[src/rtl/fifo_byte_packer.sv]
// rtl/fifo_byte_packer.sv - packs bits popped from a bit-serial FIFO into LSB-first bytes
// Bytes go out on valid/ready; a flush request emits the current partial byte with its bit count.
module fifo_byte_packer #(
  parameter int GUARD_CYCLES = 2
) (
  input  logic       clk,
  input  logic       rst_n,
  input  logic       fifo_data_i,
  input  logic       fifo_empty_i,
  output logic       fifo_pop_o,
  input  logic       flush_i,
  output logic [7:0] byte_data_o,
  output logic [3:0] byte_count_o,
  output logic       byte_valid_o,
  input  logic       byte_ready_i
);

  typedef enum logic [1:0] {
    FETCH = 2'd0,
    POP   = 2'd1,
    GUARD = 2'd2,
    EMIT  = 2'd3
  } state_e;

  localparam logic [2:0] GUARD_RELOAD = 3'(GUARD_CYCLES - 1);

  state_e     state_q, state_d;
  logic [7:0] shift_q, shift_d;
  logic [3:0] bit_cnt_q, bit_cnt_d;
  logic [2:0] guard_cnt_q, guard_cnt_d;
  logic       flush_pend_q, flush_pend_d;

  always_ff @(posedge clk or negedge rst_n) begin
    if (!rst_n) begin
      state_q      <= FETCH;
      shift_q      <= 8'h00;
      bit_cnt_q    <= 4'd0;
      guard_cnt_q  <= 3'd0;
      flush_pend_q <= 1'b0;
    end else begin
      state_q      <= state_d;
      shift_q      <= shift_d;
      bit_cnt_q    <= bit_cnt_d;
      guard_cnt_q  <= guard_cnt_d;
      flush_pend_q <= flush_pend_d;
    end
  end

  always_comb begin
    state_d      = state_q;
    shift_d      = shift_q;
    bit_cnt_d    = bit_cnt_q;
    guard_cnt_d  = guard_cnt_q;
    flush_pend_d = flush_pend_q | flush_i;

    case (state_q)
      FETCH: begin
        if (flush_pend_q && (bit_cnt_q != 4'd0)) begin
          state_d = EMIT;
        end else if (flush_pend_q) begin
          flush_pend_d = 1'b0;
        end else if (!fifo_empty_i) begin
          state_d = POP;
        end
      end
      POP: begin
        // Only reached with bit_cnt < 8, so the low three bits index the slot.
        shift_d[bit_cnt_q[2:0]] = fifo_data_i;
        bit_cnt_d               = bit_cnt_q + 4'd1;
        guard_cnt_d             = GUARD_RELOAD;
        state_d                 = GUARD;
      end
      GUARD: begin
        if (guard_cnt_q != 3'd0) begin
          guard_cnt_d = guard_cnt_q - 3'd1;
        end else if (bit_cnt_q == 4'd8) begin
          state_d = EMIT;
        end else begin
          state_d = FETCH;
        end
      end
      EMIT: begin
        if (byte_ready_i) begin
          shift_d   = 8'h00;
          bit_cnt_d = 4'd0;
          // A short byte can only come from a flush; full bytes leave a pending flush alone.
          if (bit_cnt_q != 4'd8) begin
            flush_pend_d = 1'b0;
          end
          state_d = FETCH;
        end
      end
      default: begin
        state_d = FETCH;
      end
    endcase
  end

  assign fifo_pop_o   = (state_q == POP);
  assign byte_valid_o = (state_q == EMIT);
  assign byte_data_o  = (state_q == EMIT) ? shift_q : 8'h00;
  assign byte_count_o = (state_q == EMIT) ? bit_cnt_q : 4'd0;

endmodule
[config.mk]
export PLATFORM = sky130hd
export DESIGN_NAME = fifo_byte_packer
export DESIGN_NICKNAME = d
export VERILOG_FILES = /design/src/rtl/fifo_byte_packer.sv
export SDC_FILE = /design/constraint.sdc
export NUM_CORES = 1
export LEC_CHECK = 0
export ABC_AREA = 1
export CAP_MARGIN = 20
export CORE_MARGIN = 5
export CORE_UTILIZATION = 29
export CTS_CLUSTER_DIAMETER = 100
export DETAILED_ROUTE_END_ITERATION = 16
export HOLD_SLACK_MARGIN = 0.1
export PLACE_DENSITY_LB_ADDON = 0.2
export SETUP_SLACK_MARGIN = 0.2
export SYNTH_ARGS = -nofsm -noshare
export SYNTH_HDL_FRONTEND = slang
export SYNTH_SLANG_ARGS = --single-unit
export TNS_END_PERCENT = 20
[constraint.sdc]
create_clock -name clk -period 1.4 [get_ports clk]
set_input_delay 0.21 -clock clk [delete_from_list [all_inputs] [get_ports clk]]
set_output_delay 0.21 -clock clk [all_outputs]
set_load 0.02 [all_outputs]
==> run summary, run 1 <==
The combined global-route utilization of all metal layers came out at 0.117. The routability-driven placement congestion ratio came out at a little over 0.8. The analysis attributes to net switching a power of between 0.0015 and 0.002 W. The maximum clock frequency came out at roughly 680 MHz. The number of global-route vias before repair is between 1000 and 1500. In the final layout, flip-flops and latches occupy 452 um2. The final setup violation count came out at 23. The number of placed I/O pins is 20. The final number of hold-violating endpoints came out at 0. In the final routed layout, each cell accounts on average for approximately 12 um. For this design, the CTS-stage hold fixing added 0 buffers. The share of cells above drive strength 1 is 0.492. The initial antenna violation count is 0. In the routed layout, each cell is associated on average with a via count of ~4.5. The adder-cell area share of the yosys netlist came out at 0.0854. The via count came out at slightly above 1000. Of the total synthesized cell area, the portion taken by XOR and XNOR cells is 0.00747. Of all flip-flops after synthesis, the portion carrying an async set or reset was 1.00. The startpoint type of the worst setup path is a flop. The Yosys warning count is 0. Internal power comes to 0.00198 W. The share of synthesized cell area in and, or, nand and nor gates came out at 0.218.

The die extent in x is about 74 um. TritonCTS built the clock tree. The run finished, with violations left.

The post-route DRC violation count came out at 0. The arrival time reported for the critical path endpoint came out at between 1500 and 2000 ps. In this run, synthesis produced a sequential element count of 18.

The transition time of the tightest slew-check pin is ~370 ps. The number of sinks driven by the clock tree is 18. The clock skew after layout is around 6.6 ps. After clock tree synthesis, the clock-pin slew on the worst setup and hold paths is about 80 ps.

The tree is rooted in a sky130_fd_sc_hd__clkbuf_8. The final count of pins violating max slew came out at 0. The predominant post-synthesis flop cell is sky130_fd_sc_hd__dfrtp_1. The number of antenna diodes in the final layout is 0. For this run, the share of the core covered by cells in the final layout is 0.434. The final cycle utilization of the critical path came out at 1.05. At the worst endpoint, the required time is roughly 1500 ps.

Counting every instance in the synthesized netlist gives ~150. The layout-stage area growth over the synthesis result is 47.0%. Counting along the longest clock path gives a buffer depth of 2.

The routed design has ~2800 um of wire. During placement, the flow inserted port buffers numbering 19. The static leakage came out at between 0.8 and 0.9 nW. The shortest period the worst path allows came out at around 1500 ps.

The critical path is of the reg -> reg type. Entering global routing, the biggest net connects 19 pins. The share of the yosys chip area belonging to registers is 0.384. The worst slew slack as a fraction of its limit is 0.751. Along the worst path, the maximum fanout reaches 10. The power share of the clock group is 0.122. The HPWL after detailed placement is 2000 um. The number of nets produced by synthesis is between 150 and 200. Across the run, the number of max-cap violations was 0. By area, the combinational part of the netlist is dominated by simple AND/OR/NAND/NOR gates. The share of the synthesized area in compound gates (AO/OA/AOI/OAI) came out at 0.149. After floorplanning, the core was divided into 23 placement rows. The first global-routing pass estimated between 4000 and 5000 um of wire. The number of distinct library cells after synthesis came out at 27.

The portion of total power attributed to combinational logic came out at 0.627. The initial core utilization is 0.295. Summed over all layers, the global routing overflow is 0. The sequential cell fraction of total power came out at 0.251.

The area of the core region is between 0.003 and 0.004 mm2. The synthesized design contains 0 enable-type register cells. The height of the die is between 70 and 80 um. The mean post-synth cell area came out at between 8 and 9 um2. The number of H-tree levels is 1.

The worst setup path is captured at a flop. The floorplan step defined a die boundary enclosing 0.00541 mm2. Setup repair after global routing could not meet its margin everywhere. In this run the power density over the cells is between 2000 and 2500 mW/mm2.

The worst-case vdd ir drop is roughly 0.0011 V. Counting the fill cells in the layout gives about 420. Across all setup checks in the final design, the least slack found is -69.8 ps. In this run, CTS created clock tree buffers numbering 3. The number of nets with antenna violations after detailed routing is 0. For this block, the initial DRC count from the detailed router was 87. Measured against the total synthesized area, the mux share comes to 0. For the worst-skew pair, the clock arrives at the later sink with an insertion delay of 260 ps.

In this run the worst hold path is classified as in -> async. The mapped cell area is ~0.0012 mm2. The area of the multi-input gates came out at just under 700 um2. The post-route worst hold slack came out at between 200 and 300 ps.

The final reports fail on negative setup slack. The net count of the finished layout is between 150 and 200. The first detailed-routing pass ran for 4 iterations. The switching power as a share of total power is 0.448.
[metrics by stage]
stage	std cells	power [W]	setup TNS [ps]	setup WS [ps]	instance area [um2]
after floorplan	146	0.00225	0	160	1230
after global placement	222	0.00273	-2640	-178	1520
after detailed placement	222	0.00278	-3010	-212	1520
after CTS	229	0.00354	-1170	-75.0	1680
after global routing	229	0.00391	-2430	-141	1720
final	229	0.00359	-936	-69.8	1720
[power by group through the flow]
stage                     combinational (W)  sequential, W  clock (W)
after floorplan                     0.00136       0.000886          0
after global placement              0.00184       0.000885          0
after detailed placement            0.00189       0.000890          0
after CTS                           0.00219       0.000897   0.000456
after global routing                0.00249       0.000934   0.000483
final                               0.00225       0.000903   0.000437
[layout make-up]
class                      count  area share
clock buffer                   4      0.0320
inverter                      38      0.0886
multi-input combinational     86       0.396
sequential                    18       0.262
tap                           50      0.0363
timing repair buffer          33       0.185
[what timing repair did]
| action | in CTS | in global routing |
|---|---|---|
| buffers inserted | 3 | 0 |
| setup endpoints to repair | 32 | 32 |
| resized for setup | 95 | 13 |
| pin swaps | 5 | 1 |
[flip-flops by register name, indices dropped and copies added (netlist names)]
name and flops:
bit_cnt_q 4, flush_pend_q 1, guard_cnt_q 3, shift_q 8, state_q 2
[layer usage]
metal | vias to the layer above | GRT usage | part of all wire
met4 | 0 | 0.0302 | 0.0078
met3 | 4 | 0.0397 | 0.050
li1 | 529 | - | -
met1 | 478 | 0.139 | 0.43
met2 | 17 | 0.203 | 0.51
met5 | - | 0 | 0
[cells in the mapped netlist (2+ instances only)]
cell type | instances | area share
sky130_fd_sc_hd__inv_1 | 33 | 0.11
sky130_fd_sc_hd__nand2_1 | 28 | 0.090
sky130_fd_sc_hd__dfrtp_1 | 18 | 0.38
sky130_fd_sc_hd__o22ai_1 | 10 | 0.053
sky130_fd_sc_hd__a21oi_1 | 8 | 0.034
sky130_fd_sc_hd__ha_1 | 8 | 0.085
sky130_fd_sc_hd__nand3_1 | 7 | 0.030
sky130_fd_sc_hd__inv_2 | 4 | 0.013
sky130_fd_sc_hd__nand2_2 | 3 | 0.016
sky130_fd_sc_hd__nand4_1 | 3 | 0.016
sky130_fd_sc_hd__nor2_1 | 3 | 0.0096
sky130_fd_sc_hd__o21ai_1 | 3 | 0.013
sky130_fd_sc_hd__buf_2 | 2 | 0.0085
sky130_fd_sc_hd__buf_6 | 2 | 0.019
sky130_fd_sc_hd__nand3_2 | 2 | 0.017
[worst paths after layout]
check	cells after the start	to	slack, ps	from
max	8	shift_q[7]$_DFFE_PN0P_	-70	state_q[0]$_DFFE_PN0P_
min	2	shift_q[5]$_DFFE_PN0P_	290	rst_n
max reg2reg	8	shift_q[7]$_DFFE_PN0P_	-70	state_q[0]$_DFFE_PN0P_
min reg2reg	2	guard_cnt_q[0]$_DFFE_PN0P_	510	guard_cnt_q[0]$_DFFE_PN0P_
max in group asynchronous	2	state_q[0]$_DFFE_PN0P_	880	rst_n
min in group clk	2	guard_cnt_q[0]$_DFFE_PN0P_	510	guard_cnt_q[0]$_DFFE_PN0P_
[cell families (layout without fill, tap and decap cells)]
| logic type | count (synthesis) | count (layout) |
|---|---|---|
| AND/OR/NAND/NOR | 50 | 50 |
| XOR/XNOR | 1 | 1 |
| AO/OA/AOI/OAI | 27 | 27 |
| buffers and inverters | 42 | 75 |
| flip-flops | 18 | 18 |
| adder cells (fa/ha/maj) | 8 | 8 |
[layout by cell type, fill, tap and decap left out, types with 5 or more instances in the layout]
cell	n
sky130_fd_sc_hd__nand3_1	7
sky130_fd_sc_hd__buf_4	13
sky130_fd_sc_hd__nand2_1	17
sky130_fd_sc_hd__inv_2	16
sky130_fd_sc_hd__buf_6	9
sky130_fd_sc_hd__dfrtp_1	17
sky130_fd_sc_hd__clkdlybuf4s50_1	5
sky130_fd_sc_hd__nand2_2	11
sky130_fd_sc_hd__inv_1	20
sky130_fd_sc_hd__o22ai_1	7
[worst max-delay path, stage by stage (launching register included)]
cell and delay (ps):
sky130_fd_sc_hd__dfrtp_2 440, sky130_fd_sc_hd__ha_4 180, sky130_fd_sc_hd__buf_6 140, sky130_fd_sc_hd__buf_8 130, sky130_fd_sc_hd__nand2_4 60, sky130_fd_sc_hd__o21ai_4 60, sky130_fd_sc_hd__buf_12 140, sky130_fd_sc_hd__a21oi_4 120
sky130_fd_sc_hd__o22ai_2 80
Power figures use the tool's default switching activity.
==> run 2: changes to the inputs <==
--- a/config.mk
+++ b/config.mk
@@ -8,7 +8,7 @@
 export ABC_AREA = 1
 export CAP_MARGIN = 20
 export CORE_MARGIN = 5
-export CORE_UTILIZATION = 29
+export CORE_UTILIZATION = 40
 export CTS_CLUSTER_DIAMETER = 100
 export DETAILED_ROUTE_END_ITERATION = 16
 export HOLD_SLACK_MARGIN = 0.1
==> run 2 against run 1 <==
  * Core utilization is 17 points higher
  * The flow still finishes with violations (negative setup slack)
  * Register-to-register slack worse by 50 ps
  * Sequential share of layout area is 0.58 points higher
  * Wire length is 5.6% lower
  * Final cell count is 7.0% lower
  * Fmax is 3.2% lower
  * Sequential power is 0.9% higher
  * Critical path depth is 2 lower
  * Critical endpoint is now shift_q[6]$_DFFE_PN0P_
  * First-iteration DRC count is 74% lower
==> run summary, run 2 (synthesized netlist as in run 1, its figures left out) <==
The final number of hold-violating endpoints is 0 (unchanged). The area of the die is 0.00411 mm2 (-24%). The max-capacitance violation count is 0 (unchanged).

The insertion delay of the later-clocked pin in the worst-skew pair came out at 300 ps (+40 ps). The power density of the placed cells came out at 2010 mW/mm2 (-3.7%). The maximum clock frequency was 658 MHz (-3.2%). The number of global-route vias before repair is 982 (-9.1%). The maximum number of pins on one net before global-route repair is 19 (unchanged). The number of nets with antenna violations after detailed routing was 0 (unchanged). The root buffer cell chosen for the clock tree is sky130_fd_sc_hd__clkbuf_4. The worst slew slack as a fraction of its limit is 0.787 (+0.0358).

The initial core utilization is 0.422 (+0.126). The pre-CTS setup slack came out at -203 ps (+8.57 ps). The shortest period the worst path allows is 1520 ps (+48.9 ps). The diode insertion count for antenna repair is 0 (unchanged). The number of buffer cells added on primary ports came out at 19 (unchanged). STA classifies the critical path startpoint as a flop. The cell count after placement is 206 (-7.2%).

The transition time of the tightest slew-check pin was 318 ps (-54.5 ps). The critical path required time came to 1620 ps (+80 ps). The final cycle utilization of the critical path is 1.08 (+0.0349). The final count of pins violating max slew came out at 0 (unchanged).

The height of the die is 64.1 um (-13%). The die extent in x came out at 64.1 um (-13%). The combined global-route utilization of all metal layers is 0.132 (+0.0145). The clock skew after layout came out at 6.44 ps (-0.190 ps).

Setup repair after global routing could not meet its margin everywhere. The number of sinks driven by the clock tree came out at 18 (unchanged). The number of H-tree levels is 1 (unchanged).

The final reports fail on negative setup slack. The static leakage came out at 0.873 nW (+0.44%). The biggest cell delay along the critical path is 430 ps (about the same). The overall overflow remaining after global route is 0 (unchanged). The count of TritonRoute iterations in the first routing pass came to 4 (unchanged). The post-route DRC violation count was 0 (unchanged).

The share of cells above drive strength 1 is 0.484 (-0.00810). The routability-driven placement congestion ratio is 0.789 (-2.2%). In the final layout, the registers with the most flip-flops are shift_q: 8 flops, bit_cnt_q: 4 flops, guard_cnt_q: 3 flops. The library cells used most frequently in the layout, excluding fill and tap cells, are sky130_fd_sc_hd__inv_1, sky130_fd_sc_hd__inv_2, sky130_fd_sc_hd__dfrtp_1. The maximum clock insertion buffer count was 2 (unchanged).

The endpoint class of the critical path is a flop. The filler-free cell count of the finished design is 213 (-7.0%). The via count is 1040 (+1.2%). The critical path in this run is classified as reg -> reg. The utilization of the core after routing was 0.606 (+0.172).

The setup slack of the critical path after layout came to -119 ps (-48.9 ps). The layout net count came out at 197 (+1.5%). The sum of net half-perimeters after detailed placement came out at 1880 um (-6.3%). The run finished, with violations left. Leaving out fill and tap cells, the most frequent cell in the layout is sky130_fd_sc_hd__inv_1. The wire length after detailed routing came out at 2660 um (-5.6%). The clock-pin slew on the worst setup and hold paths came out at 110 ps (+30 ps). The number of buffers inserted for hold repair after clock tree synthesis is 0 (unchanged). The initial antenna violation count came out at 0 (unchanged). The slowest stage cell on the critical path is sky130_fd_sc_hd__dfrtp_1. The row count came to 19 (-17%). The iteration-0 DRC count of the detailed router is 23 (-74%).

The average wire length per cell after detail routing came out at 12.5 um (+1.5%). The signal on the critical path passes through ha_4, buf_8, buf_6, o21ai_4, a21oi_1, o22ai_1. The number of flip-flops in the largest register came out at 8 (unchanged). The number of buffers inserted during clock tree synthesis came out at 3 (unchanged). The wire length of the first global-routing pass is 4300 um (-12%). The final setup violation count came to 26 (+13%). The area of the core region came out at 0.00278 mm2 (-30%). The maximum fanout along the worst path is 10 (unchanged). The worst-case vdd ir drop was 0.00150 V (+31%). The register ranked first by flip-flop count is shift_q.

The path type of the worst min-delay path is in -> async. The arrival time reported for the critical path endpoint is 1740 ps (+130 ps). The number of placed I/O pins came out at 20 (unchanged). From synthesis to final layout, the design area changed by 43.8%. TritonCTS built the clock tree. The via density per instance is 4.88 (+8.8%).
[run 2: area by class of cell]
cell class | instances | area, um2
inverters | 38 | 150
clock buffers | 4 | 36.3
fillers | 245 | 1100
repair buffers | 36 | 367
well taps | 31 | 38.8
flip-flops and latches | 18 | 452
multi-input cells | 86 | 642
[run 2: metal layers]
metal / global-route usage / wire length, um / vias up
li1: - / - / 534
met1: 0.160 / 1170 / 485
met2: 0.211 / 1320 / 16
met3: 0.0315 / 108 / 5
met4: 0.0789 / 63 / 0
met5: 0 / 0 / -
[run 2: worst paths after layout]
| path | slack (ps) | depth (start not counted) | to | from |
|---|---|---|---|---|
| max | -120 | 6 | shift_q[6]$_DFFE_PN0P_ | state_q[1]$_DFFE_PN0P_ |
| min | 230 | 2 | guard_cnt_q[1]$_DFFE_PN0P_ | rst_n |
| max reg2reg | -120 | 6 | shift_q[6]$_DFFE_PN0P_ | state_q[1]$_DFFE_PN0P_ |
| min reg2reg | 510 | 2 | guard_cnt_q[0]$_DFFE_PN0P_ | guard_cnt_q[0]$_DFFE_PN0P_ |
| max in group asynchronous | 950 | 2 | state_q[0]$_DFFE_PN0P_ | rst_n |
| min in group clk | 470 | 3 | flush_pend_q$_DFF_PN0_ | flush_i |
[run 2: metrics by stage]
| stage | instance area (um2) | hold WS [ps] | power [W] | TNS [ps] |
|---|---|---|---|---|
| 2_1_floorplan | 1230 | -85.6 | 0.00225 | 0 |
| 3_3_place_gp | 1520 | 463 | 0.00276 | -2630 |
| 3_5_place_dp | 1520 | 489 | 0.00282 | -3340 |
| 4_1_cts | 1560 | 230 | 0.00322 | -2110 |
| 5_1_grt | 1690 | 250 | 0.00371 | -3980 |
| 6_report | 1690 | 231 | 0.00338 | -2080 |
[run 2: critical path: cells and delay by family (launching register included)]
| kind | cells | cell delay [ps] |
|---|---|---|
| adders and majority gates | 1 | 200 |
| buffers and inverters | 2 | 270 |
| AOI/OAI and AO/OA | 3 | 520 |
| DFF | 1 | 430 |
[run 2: power by group]
group	leakage, nW	internal [W]	switching, W	total, W
sequential	0.233	0.000740	0.000172	0.000911
combinational	0.620	0.000967	0.00117	0.00214
clock	0.0210	0.000159	0.000172	0.000331
[run 2: what timing repair did]
item	4_1_cts	5_1_grt
pin swaps	1	3
cloned	0	1
resized for setup	75	33
buffers inserted	2	0
setup endpoints to repair	32	32
